$ cat src/rtl/relu_pool2.sv
// ReLU followed by 2x2 stride-2 max pooling over a raster-ordered stream.
// One row of partial maxima is kept; odd trailing rows/columns are dropped.
module relu_pool2 #(
  parameter int W3  = 21,
  parameter int IMG = 7
) (
  input  logic                 clk,
  input  logic                 rst,
  input  logic signed [W3-1:0] inp,
  input  logic                 En_in,
  output logic signed [W3-1:0] oup,
  output logic                 En,
  output logic                 done
);

  localparam int P  = IMG / 2;
  localparam int CW = (IMG > 1) ? $clog2(IMG) : 1;
  localparam int LW = (P > 1) ? $clog2(P) : 1;
  localparam logic [CW-1:0] LAST = CW'(IMG - 1);

  function automatic logic signed [W3-1:0] relu(input logic signed [W3-1:0] x);
    return (x < 0) ? '0 : x;
  endfunction

  function automatic logic signed [W3-1:0] max2(input logic signed [W3-1:0] a,
                                                input logic signed [W3-1:0] b);
    return (a > b) ? a : b;
  endfunction

  logic [CW-1:0]        col_q, col_d;
  logic [CW-1:0]        row_q, row_d;
  logic signed [W3-1:0] hold_q, hold_d;
  logic signed [W3-1:0] lb_q [P];
  logic signed [W3-1:0] lb_d [P];
  logic signed [W3-1:0] oup_q, oup_d;
  logic                 en_q, en_d;
  logic                 done_q, done_d;

  logic signed [W3-1:0] r;
  logic [LW-1:0]        idx;
  logic                 in_win;
  logic                 last_win;

  assign r        = relu(inp);
  assign idx      = LW'(col_q >> 1);
  assign in_win   = (int'(col_q) < 2 * P) && (int'(row_q) < 2 * P);
  assign last_win = (int'(col_q) == 2 * P - 1) && (int'(row_q) == 2 * P - 1);

  always_comb begin
    col_d  = col_q;
    row_d  = row_q;
    hold_d = hold_q;
    lb_d   = lb_q;
    oup_d  = oup_q;
    en_d   = 1'b0;
    done_d = 1'b0;
    if (En_in) begin
      if (col_q == LAST) begin
        col_d = '0;
        row_d = (row_q == LAST) ? '0 : row_q + CW'(1);
      end else begin
        col_d = col_q + CW'(1);
      end
      // Even column opens a window pair; even row stores the top-row max;
      // odd row completes the 2x2 window.
      if (in_win) begin
        if (!col_q[0]) begin
          hold_d = r;
        end else if (!row_q[0]) begin
          lb_d[idx] = max2(hold_q, r);
        end else begin
          oup_d  = max2(lb_q[idx], max2(hold_q, r));
          en_d   = 1'b1;
          done_d = last_win;
        end
      end
    end
  end

  always_ff @(posedge clk or negedge rst) begin
    if (!rst) begin
      col_q  <= '0;
      row_q  <= '0;
      hold_q <= '0;
      for (int i = 0; i < P; i++) lb_q[i] <= '0;
      oup_q  <= '0;
      en_q   <= 1'b0;
      done_q <= 1'b0;
    end else begin
      col_q  <= col_d;
      row_q  <= row_d;
      hold_q <= hold_d;
      lb_q   <= lb_d;
      oup_q  <= oup_d;
      en_q   <= en_d;
      done_q <= done_d;
    end
  end

  assign oup  = oup_q;
  assign En   = en_q;
  assign done = done_q;

endmodule

$ cat config.mk
export PLATFORM = sky130hd
export DESIGN_NAME = relu_pool2
export DESIGN_NICKNAME = d
export VERILOG_FILES = /design/src/rtl/relu_pool2.sv
export SDC_FILE = /design/constraint.sdc
export NUM_CORES = 1
export LEC_CHECK = 0
export CORE_UTILIZATION = 45
export CTS_CLUSTER_SIZE = 8
export DETAILED_ROUTE_END_ITERATION = 10
export MAX_ROUTING_LAYER = met4
export SYNTH_ARGS = -nofsm -noshare
export SYNTH_HDL_FRONTEND = slang
export SYNTH_SLANG_ARGS = --single-unit
$ cat constraint.sdc
create_clock -name clk -period 6.45 [get_ports clk]
set_clock_uncertainty 0.2 [all_clocks]
set_input_delay 0.9675 -clock clk [delete_from_list [all_inputs] [get_ports clk]]
set_output_delay 0.9675 -clock clk [all_outputs]
set_load 0.02 [all_outputs]
==> results.cfg <==
[outcome]
status = finished clean

[worst_setup_path]
crit_path_start_kind = input pin
required_ns = 6.49
reg2reg_depth = 19
worstSetupPathType = input pin to register
crit_top_cell = a21o_1
cp_max_fo = 36
critPathCaptureType = register
crit_chain = clkdlybuf4s50_1 > nand2b_1 > ha_1 > nand4_1 > nor4_2 > o31ai_1 > a31oi_4 > buf_4 > nor2_1 > a21oi_1 > buf_4 > ha_1 > a21o_1 > a21o_1 > a21o_1 > a21o_1 > a221oi_1 > o21a_1 > buf_12 > o21ai_0 > a22o_1
cp_slowest_cell = clkdlybuf4s50_1
cpPeakStageDelay_ns = 0.68
arrival_ns = 5.97
r2r_slack_ns = 1.75

[timing]
fin_crit_ns = 5.93
post-route-period-util = 0.919
final_hold_viol_count = 0
setup_tns_ns = 0
relSlewSlack = 0.257
max_freq_mhz = 169
drv_slew = 0
tightest_slew_ns = 1.11
rsz0062_at_grt = no
hold_slack_ns = 0.313
setup_viol = 0

[final_layout]
nFillCells = 1174
nets = 734
multiInputGateArea_um2 = 2950
layout-area-overhead-vs-synth_pct = 16.5
drive_above_1_share = 0.0757
diodes = 0
register_area_um2 = 2700

[synth]
yosysMostFrequentCell = dfrtp_1
synth_xor_area_frac = 0
yosys.area_share.simple = 0.145
synth_top_family_by_area = compound AO/OA/AOI/OAI gates
synth_seq_cells = 108
yosysUniqueCellTypes = 49
synth_warnings = 0
synth-compound-area-share = 0.230
synth_seq_area_share = 0.462
yosysTopAreaCell = dfrtp_1
synth.top_cells.by_count = 108 x dfrtp_1, 91 x a21oi_1, 88 x nor2_1
synthArstFlopShare = 1.00
synth_top_area_share = 0.462
synthesis.nets = 696
synth-edff-count = 0
muxShareOfSynthArea = 0.0440
syn_area_um2 = 5850
synth_area_per_cell_um2 = 9.23
synth_cells = 634
synthAdderAreaFrac = 0.0812
synth-main-ff-cell = dfrtp_1
synth_area_leaders = dfrtp_1 46%, ha_1 8.1%, a21oi_1 7.8%, o21ai_0 5.8%, nor2_1 5.6%

[die]
coreArea_um2 = 12700
die_w_um = 116
num_rows = 41
die_h_um = 116
die_area_um2 = 13500
start_util = 0.462
pin_count = 47

[clock_tree]
clk_path_buf_depth = 2
cts-root-buf = clkbuf_16
hold_buffers = 0
postCtsSetupBuffers = 0
cts_resized = 0
clk_pin_slew_ns = 0.07
cts_tree = yes
htreeDepth = 3
insertion_delay_ns = 0.35
cts.sinks = 108
numCtsBuffers = 9

[route]
dr.pass1.iters = 5
drc = 0
wl_per_cell_um = 16.9
finalWirelength_mm = 14.3
vias = 4576
route.antenna.remaining_nets = 0
via_per_inst = 5.41
drt_iter0_markers = 268

[global_routing]
grt_pass1_vias = 4359
grt-ovfl-total = 0
gr-usage-all-layers = 0.239
grt_pass1_wl_mm = 23.4
grt_max_degree = 78
antenna_found_initial = 0

[pwr]
power.density_nw_per_um2 = 549
ir_drop_v = 0.000284
power_leakage_nw = 2.94
power_mw = 3.74

[placed_design]
routabilityCongestion = 0.906
place_hpwl_mm = 9.89
port-buffer-count = 45

[hold_path]
hold_depth = 1
hp-class = register to register

[job]
cap_violations = 0
[cells by family after synthesis]
group | Yosys count
other | 1
muxes | 25
AOI/OAI and AO/OA | 222
and+or+nand+nor | 189
adders and majority gates | 38
buffers and inverters | 51
DFF | 108
[final cells by class]
| class | count | share of cell area |
|---|---|---|
| Clock buffer | 11 | 0.0356 |
| Clock inverter | 2 | 0.00550 |
| Inverter | 8 | 0.00440 |
| Multi-Input combinational cell | 475 | 0.432 |
| Sequential cell | 108 | 0.396 |
| Tap cell | 172 | 0.0315 |
| Timing Repair Buffer | 70 | 0.0950 |
[path summary, 6_finish.rpt]
path | start | to
setup reg to reg | hold_q[16] | oup[17]
hold / removal | oup[12] | oup[12]
setup / recovery | inp[20] | oup[17]
hold reg to reg | oup[12] | oup[12]
max in group asynchronous | rst | hold_q[11]
min in group asynchronous | rst | lb_q[26]
[critical path, delay by kind of cell]
family	cells	cell delay [ns]
AOI/OAI and AO/OA	11	2.25
buffers and inverters	4	1.28
and+or+nand+nor	4	0.86
adders and majority gates	2	0.58
[per-layer routing]
layer | track usage | vias to the layer above | part of all wire
li1 | - | 2324 | -
met1 | 0.342 | 2123 | 0.50
met2 | 0.350 | 115 | 0.44
met3 | 0.0523 | 14 | 0.052
met4 | 0.0462 | 0 | 0.0089
met5 | - | - | 0
[sequential cells by signal, summed over array words and instances, names as in the netlist]
name    flops
lb_q       60
col_q       3
oup        20
hold_q     20
done        1
row_q       3
En          1
[cells in the final DEF, fill, tap and decap left out, types with 3 or more instances in the layout]
cell type        Yosys  final
dfrtp_1            108    108
o21a_1               3      3
nor2_1              88     88
nand2_1             52     52
o21ai_0             68     68
mux2i_1             22     22
o31a_1              17     17
nor2b_1              4      4
a21oi_1             91     91
buf_4                1     25
clkbuf_16            0      9
nand3_1              3      3
nand4_1              7      7
nand2b_1            21     21
a22o_1              19     19
clkdlybuf4s50_1      0     44
ha_1                38     38
a21o_1               9      9
inv_1                7      7
[report_power, final]
group          total (mW)  switching [mW]  internal [mW]
Clock               0.541           0.236          0.305
Combinational        2.01            1.15          0.857
Sequential           1.20           0.211          0.985
[metrics by stage]
step	utilization	std cells	instance area [µm²]	setup WS [ns]
2_1_floorplan	-	634	5850	0.718
3_5_place_dp	0.516	833	6540	0.160
4_1_cts	0.538	846	6820	0.527
3_3_place_gp	0.516	833	6540	0.304
5_1_grt	0.538	846	6820	0.0890
6_report	0.538	846	6820	0.524
No activity file was read; power rests on OpenSTA's default activity.
